$ cat config.mk
export PLATFORM = sky130hd
export DESIGN_NAME = hams_merge_drain_accum
export DESIGN_NICKNAME = d
export VERILOG_FILES = /design/src/rtl/hams_pkg.sv /design/src/rtl/hams_val_adder.sv /design/src/rtl/hams_merge_drain_accum.sv
export SDC_FILE = /design/constraint.sdc
export NUM_CORES = 1
export LEC_CHECK = 0
export ABC_AREA = 1
export BUFFER_PORTS_ARGS = -buffer_cell sky130_fd_sc_hd__buf_2
export CAP_MARGIN = 20
export CORE_AREA = 2 2 107 109
export CTS_CLUSTER_DIAMETER = 100
export CTS_CLUSTER_SIZE = 16
export DETAILED_ROUTE_END_ITERATION = 10
export DIE_AREA = 0 0 109 111
export GPL_TIMING_DRIVEN = 0
export PLACE_DENSITY = 0.75
export SYNTH_ARGS = -nofsm -noshare
export SYNTH_HDL_FRONTEND = slang
export SYNTH_SLANG_ARGS = --single-unit
$ cat constraint.sdc
create_clock -name clk -period 2.1 [get_ports clk]
set_input_delay 0.105 -clock clk [delete_from_list [all_inputs] [get_ports clk]]
set_output_delay 0.105 -clock clk [all_outputs]
set_load 0.005 [all_outputs]
$ cat src/rtl/hams_pkg.sv
// Shared types for the merge sorter read side: the sorted (key, value) pair
// and the drain FSM states.
package hams_pkg;

  localparam int unsigned INFO_W = 16;
  localparam int unsigned VAL_W  = 16;

  // One sorted element: info is the key (compared unsigned), val is the payload.
  typedef struct packed {
    logic [INFO_W-1:0] info;
    logic [VAL_W-1:0]  val;
  } pair_t;

  typedef enum logic [1:0] {
    IDLE,
    ACC,
    DRAIN,
    FIN
  } drain_state_e;

endpackage

$ cat src/rtl/hams_val_adder.sv
// Value adder for merging equal keys.
// Build option HAMS_ACCUM_SAT_EN: clamp at all-ones and report the clamp on o_sat;
// without it the add wraps modulo 2^VAL_W and o_sat does not exist.
module hams_val_adder
  import hams_pkg::*;
(
  input  logic [VAL_W-1:0] i_a,
  input  logic [VAL_W-1:0] i_b,
  output logic [VAL_W-1:0] o_sum
`ifdef HAMS_ACCUM_SAT_EN
  ,
  output logic             o_sat
`endif
);

`ifdef HAMS_ACCUM_SAT_EN
  logic [VAL_W:0] w_full;

  // Widened add; the carry-out marks an overflow that gets clamped.
  always_comb begin
    w_full = {1'b0, i_a} + {1'b0, i_b};
    o_sat  = w_full[VAL_W];
    o_sum  = w_full[VAL_W] ? {VAL_W{1'b1}} : w_full[VAL_W-1:0];
  end
`else
  // Plain modulo add.
  always_comb begin
    o_sum = i_a + i_b;
  end
`endif

endmodule

$ cat src/rtl/hams_merge_drain_accum.sv
// Read-side companion of the 4-to-1 merge sorter. Pops the sorter's FWFT FIFO,
// merges runs of equal keys by summing their values and emits the compacted
// stream on a valid/ready port. A flush pulse drains the hold register and ends
// with a one-cycle done pulse, after which out_count restarts from zero.
// Build option HAMS_ACCUM_SAT_EN: saturating accumulation plus sticky sat_flag.
module hams_merge_drain_accum
  import hams_pkg::*;
#(
  parameter int unsigned CNT_W = 16
) (
  input  logic             clk,
  input  logic             rst_n,
  input  logic             fifo_empty,
  input  pair_t            sort_data_i,
  output logic             fifo_pop,
  input  logic             flush,
  input  logic             out_rdy,
  output logic             out_vld,
  output pair_t            out_data,
  output logic [CNT_W-1:0] out_count,
  output logic             order_err,
  output logic             done
`ifdef HAMS_ACCUM_SAT_EN
  ,
  output logic             sat_flag
`endif
);

  drain_state_e     r_state;
  pair_t            r_hold;
  logic             r_hold_vld;
  logic             r_flush_pend;
  pair_t            r_out_data;
  logic             r_out_vld;
  logic [CNT_W-1:0] r_out_count;
  logic             r_order_err;
  logic             r_done;
`ifdef HAMS_ACCUM_SAT_EN
  logic             r_sat_flag;
  logic             w_sat;
`endif

  logic             w_out_free;
  logic             w_hs;
  logic             w_key_eq;
  logic             w_key_lt;
  logic             w_flush_any;
  logic             w_pop;
  logic [VAL_W-1:0] w_sum;

  // Output slot can take a new element, handshake, and key relation of head vs hold.
  always_comb begin
    w_out_free  = !r_out_vld || out_rdy;
    w_hs        = r_out_vld && out_rdy;
    w_key_eq    = (sort_data_i.info == r_hold.info);
    w_key_lt    = (sort_data_i.info < r_hold.info);
    w_flush_any = flush || r_flush_pend;
  end

  // Pop decision: an equal key always merges; a new key needs a free output slot.
  always_comb begin
    w_pop = 1'b0;
    unique case (r_state)
      IDLE:    w_pop = !fifo_empty;
      ACC:     w_pop = r_hold_vld && !fifo_empty && (w_key_eq || w_out_free);
      DRAIN:   w_pop = 1'b0;
      FIN:     w_pop = 1'b0;
      default: w_pop = 1'b0;
    endcase
  end

  hams_val_adder u_val_adder (
    .i_a   (r_hold.val),
    .i_b   (sort_data_i.val),
    .o_sum (w_sum)
`ifdef HAMS_ACCUM_SAT_EN
    ,
    .o_sat (w_sat)
`endif
  );

  // Drain FSM with hold register, output register, counter and sticky flags.
  always_ff @(posedge clk or negedge rst_n) begin
    if (!rst_n) begin
      r_state      <= IDLE;
      r_hold       <= '0;
      r_hold_vld   <= 1'b0;
      r_flush_pend <= 1'b0;
      r_out_data   <= '0;
      r_out_vld    <= 1'b0;
      r_out_count  <= '0;
      r_order_err  <= 1'b0;
      r_done       <= 1'b0;
`ifdef HAMS_ACCUM_SAT_EN
      r_sat_flag   <= 1'b0;
`endif
    end else begin
      r_done <= 1'b0;

      // The count restarts the cycle after done; no handshake can coincide with it
      // because the output slot is empty once FIN exits.
      if (r_done) begin
        r_out_count <= '0;
      end else if (w_hs) begin
        r_out_count <= r_out_count + 1'b1;
      end

      // A completed handshake empties the slot unless a new element lands below.
      if (w_hs) begin
        r_out_vld <= 1'b0;
      end

      unique case (r_state)
        IDLE: begin
          if (!fifo_empty) begin
            r_hold       <= sort_data_i;
            r_hold_vld   <= 1'b1;
            r_flush_pend <= flush;
            r_state      <= ACC;
          end else if (flush) begin
            r_state <= FIN;
          end
        end

        ACC: begin
          if (!fifo_empty) begin
            if (flush) begin
              r_flush_pend <= 1'b1;
            end
            if (w_key_lt) begin
              r_order_err <= 1'b1;
            end
            if (w_key_eq) begin
              r_hold.val <= w_sum;
`ifdef HAMS_ACCUM_SAT_EN
              if (w_sat) begin
                r_sat_flag <= 1'b1;
              end
`endif
            end else if (w_out_free) begin
              r_out_data <= r_hold;
              r_out_vld  <= 1'b1;
              r_hold     <= sort_data_i;
            end
          end else if (w_flush_any) begin
            r_flush_pend <= 1'b0;
            r_state      <= DRAIN;
          end
        end

        DRAIN: begin
          if (w_out_free) begin
            r_out_data <= r_hold;
            r_out_vld  <= 1'b1;
            r_hold_vld <= 1'b0;
            r_state    <= FIN;
          end
        end

        FIN: begin
          if (w_out_free) begin
            r_done  <= 1'b1;
            r_state <= IDLE;
          end
        end

        default: r_state <= IDLE;
      endcase
    end
  end

  // Everything visible downstream comes straight from registers except the pop.
  always_comb begin
    fifo_pop  = w_pop;
    out_vld   = r_out_vld;
    out_data  = r_out_data;
    out_count = r_out_count;
    order_err = r_order_err;
    done      = r_done;
`ifdef HAMS_ACCUM_SAT_EN
    sat_flag  = r_sat_flag;
`endif
  end

endmodule
==> flow_metrics.tcl <==
set metrics [dict create \
    status "completed" \
    gp_congestion 0.889 \
    synth.avg_cell_area_um2 7.67 \
    place_area_um2 5980 \
    final_cell_mix "nand2_1, inv_1, dfrtp_1, buf_2, nor2_1" \
    clk_pin_slew_ns 0.06 \
    synth.top_cell.area_share_pct 40.9 \
    cp_slowest_cell "dfrtp_1" \
    drt_iter0_drc 249 \
    layout.nets 873 \
    min_from "sort_data_i[24]" \
    worstPathRequired_ns 2.00 \
    grt_pass1_vias 4585 \
    max_stage_delay_ns 0.34 \
    die_height_um 111 \
    cts_tree "done" \
    p_leak_nw 3.42 \
    drive_gt1_share_pct 22.5 \
    cts_buffer_depth 2 \
    r2r_setup_slack_ns 0.22 \
    crit-reg2reg-launch "r_hold[29]" \
    cp_common_cell "nand2_2" \
    hpwlAfterDp_um 9180 \
    postRouteAntennaNets 0 \
    start_util_pct 48.1 \
    drc_errors 0 \
    crit_path_end_kind "output port" \
    max_freq_mhz 495 \
    peakVddDrop_v 0.000650 \
    min_to "r_hold[24]" \
    wl_per_cell_um 13.3 \
    drtPass1Iterations 5 \
    ys_seq_elements 87 \
    n_antenna_cell 0 \
    vias 4734 \
    postRouteWirelength_um 12600 \
    grt_overflow 0 \
    syn-instance-count 695 \
    setup_viol 0 \
    rows 39 \
    synth_largest_area_cell "dfrtp_1" \
    insertion_delay_ns 0.35 \
    reg2reg_depth 12 \
    synthTopCellsByArea "dfrtp_1, nand2_1, ha_1" \
    rsz0062_at_grt "true" \
    final_common_cell "nand2_1" \
    area_delta_synth_final_pct 20.7 \
    timing.rr.end "r_hold[2]" \
    core_area_um2 11100 \
    cp_top_family "simple AND/OR/NAND/NOR gates" \
    htree_levels 3 \
    finalCritPeriodShare_pct 96.1 \
    cts-root-buf "clkbuf_16" \
    io_pins 89 \
    grt_max_degree 71 \
    slew_headroom_pct 74.1 \
    arrival_ns 1.91 \
    worst-path-buf-inv 2 \
    min_path_type "primary input to flip-flop" \
    antenna_found_initial 0 \
    syn_nets 769 \
    crit_chain "inv_2, ha_4, nand2_2, nor2_4, nand2_2, nor2_4, nand2_2, nand2_1, nand3_1, a21oi_2, buf_2" \
    portBuffers 88 \
    dieArea_um2 12100 \
    power.density_nw_per_um2 1410 \
    grt_usage_pct 22.2 \
    final_hold_viol_count 0 \
    synth-seq-area-share_pct 40.9 \
    path_class "flip-flop to output port" \
    netlist_area_um2 5330 \
    cts-buffers-inserted 9 \
    finClkSkew_ns 0.00542 \
    fin_area_um2 6430 \
    maxSlewViolCount 0 \
    hold_depth 3 \
    grt_pass1_wl_um 21100 \
    yosysWarnings 0 \
    fin_crit_ns 2.02 \
    path_max_fanout 3 \
    fp.dieW_um 109 \
    vias_per_cell 5.00 \
    ys_types 40 \
    cts.sink_count 87 \
    finalSetupTns_ns 0 \
    worstMarginPinSlew_ns 0.388 \
    startpoint_type "flip-flop" \
    cap_violations 0 \
]
## tightest hold or removal path, stage by stage
cell	delay, ns
buf_2	0.09
nor2_1	0.04
a21oi_1	0.10
## cells in the mapped netlist
master,count
ha_1,36
nor3_1,10
o31ai_1,2
buf_4,3
o211ai_1,1
a21oi_1,36
nand4_1,4
a31oi_1,1
inv_2,4
o21ai_4,1
and2_1,1
xor2_1,2
nor3b_1,1
buf_6,10
nand3_1,33
nor2_2,5
xnor2_1,6
o21ai_1,13
clkinv_1,1
nand2_1,200
inv_1,100
nand3_2,2
o21bai_1,1
a211o_1,1
fa_1,1
a21oi_2,4
o21ai_2,23
nor2_4,1
a21o_1,1
or2_2,2
a211oi_1,4
a41oi_1,1
nor2_1,75
nand2_2,1
clkbuf_1,1
a221oi_1,1
o21ai_0,16
dfrtp_1,87
nand3_4,1
nand3b_1,2
## layout make-up
cell class | instances | area [µm²]
timing repair buffer | 93 | 503
buffer | 14 | 139
clock buffer | 12 | 236
sequential | 87 | 2180
fill | 976 | 4640
clock inverter | 4 | 70.1
inverter | 105 | 394
tap | 143 | 179
multi-input combinational | 489 | 2740
## sequential cells by signal (all words and copies together) (netlist names)
register / flops
done: 1
r_hold_vld: 1
out_count: 16
out_vld: 1
out_data: 32
order_err: 1
r_hold: 32
r_flush_pend: 1
r_state: 2
## power breakdown
part           total, mW  internal [mW]  switching (mW)
sequential          2.77           2.37           0.401
clock               1.70           1.04           0.664
combinational       4.61           1.85            2.76
total               9.08           5.26            3.83
## worst max path at each step
stage,start,to,slack (ns),cells after the start
after floorplan,r_hold[23],r_hold[12],0.40,12
after global placement,rst_n,r_hold[13],0.11,1
after detailed placement,r_hold[23],r_hold[12],0.07,12
after CTS,r_hold[21],fifo_pop,0.02,11
after global routing,r_hold[23],fifo_pop,-0.03,11
final,r_hold[23],fifo_pop,0.08,11
## routing by layer
layer / wire length (µm) / share of wire [%] / global-route usage [%]
met5: 0 / 0 / 0
met4: 225 / 1.8 / 8.29
met3: 648 / 5.1 / 4.70
met2: 6070 / 48 / 36.1
met1: 5640 / 45 / 28.7
## metrics by stage
step | util, % | hold WS (ns) | setup slack, ns | total power, mW | std cells
floorplan | - | -0.191 | 0.396 | 5.97 | 695
global placement | 53.7 | 0.370 | 0.112 | 7.09 | 926
detailed placement | 54.0 | 0.0103 | 0.0746 | 7.23 | 927
CTS | 57.0 | 0.0198 | 0.0183 | 8.99 | 946
global route | 58.1 | 0.0396 | -0.0260 | 9.93 | 947
finish | 58.1 | 0.0287 | 0.0817 | 9.08 | 947
## what timing repair did
| action | CTS | global route |
|---|---|---|
| endpoints found under the hold margin | 17 | 0 |
| gates resized for setup | 2 | 21 |
| pin swaps | 2 | 6 |
| endpoints found under the setup margin | 1 | 43 |
| buffers inserted | 2 | 1 |
| hold buffers | 1 | 0 |
## logic make-up (layout without fill, tap and decap cells)
kind of cell	count (synthesis)	count (layout)	share of synthesized area, %
AO/OA/AOI/OAI	106	106	12.7
buffers and inverters	119	228	10.0
adder cells (fa/ha/maj)	37	37	8.83
flip-flops	87	87	40.9
XOR/XNOR	8	8	1.31
AND/OR/NAND/NOR	338	338	26.3
(Power assumes the default switching activity.)
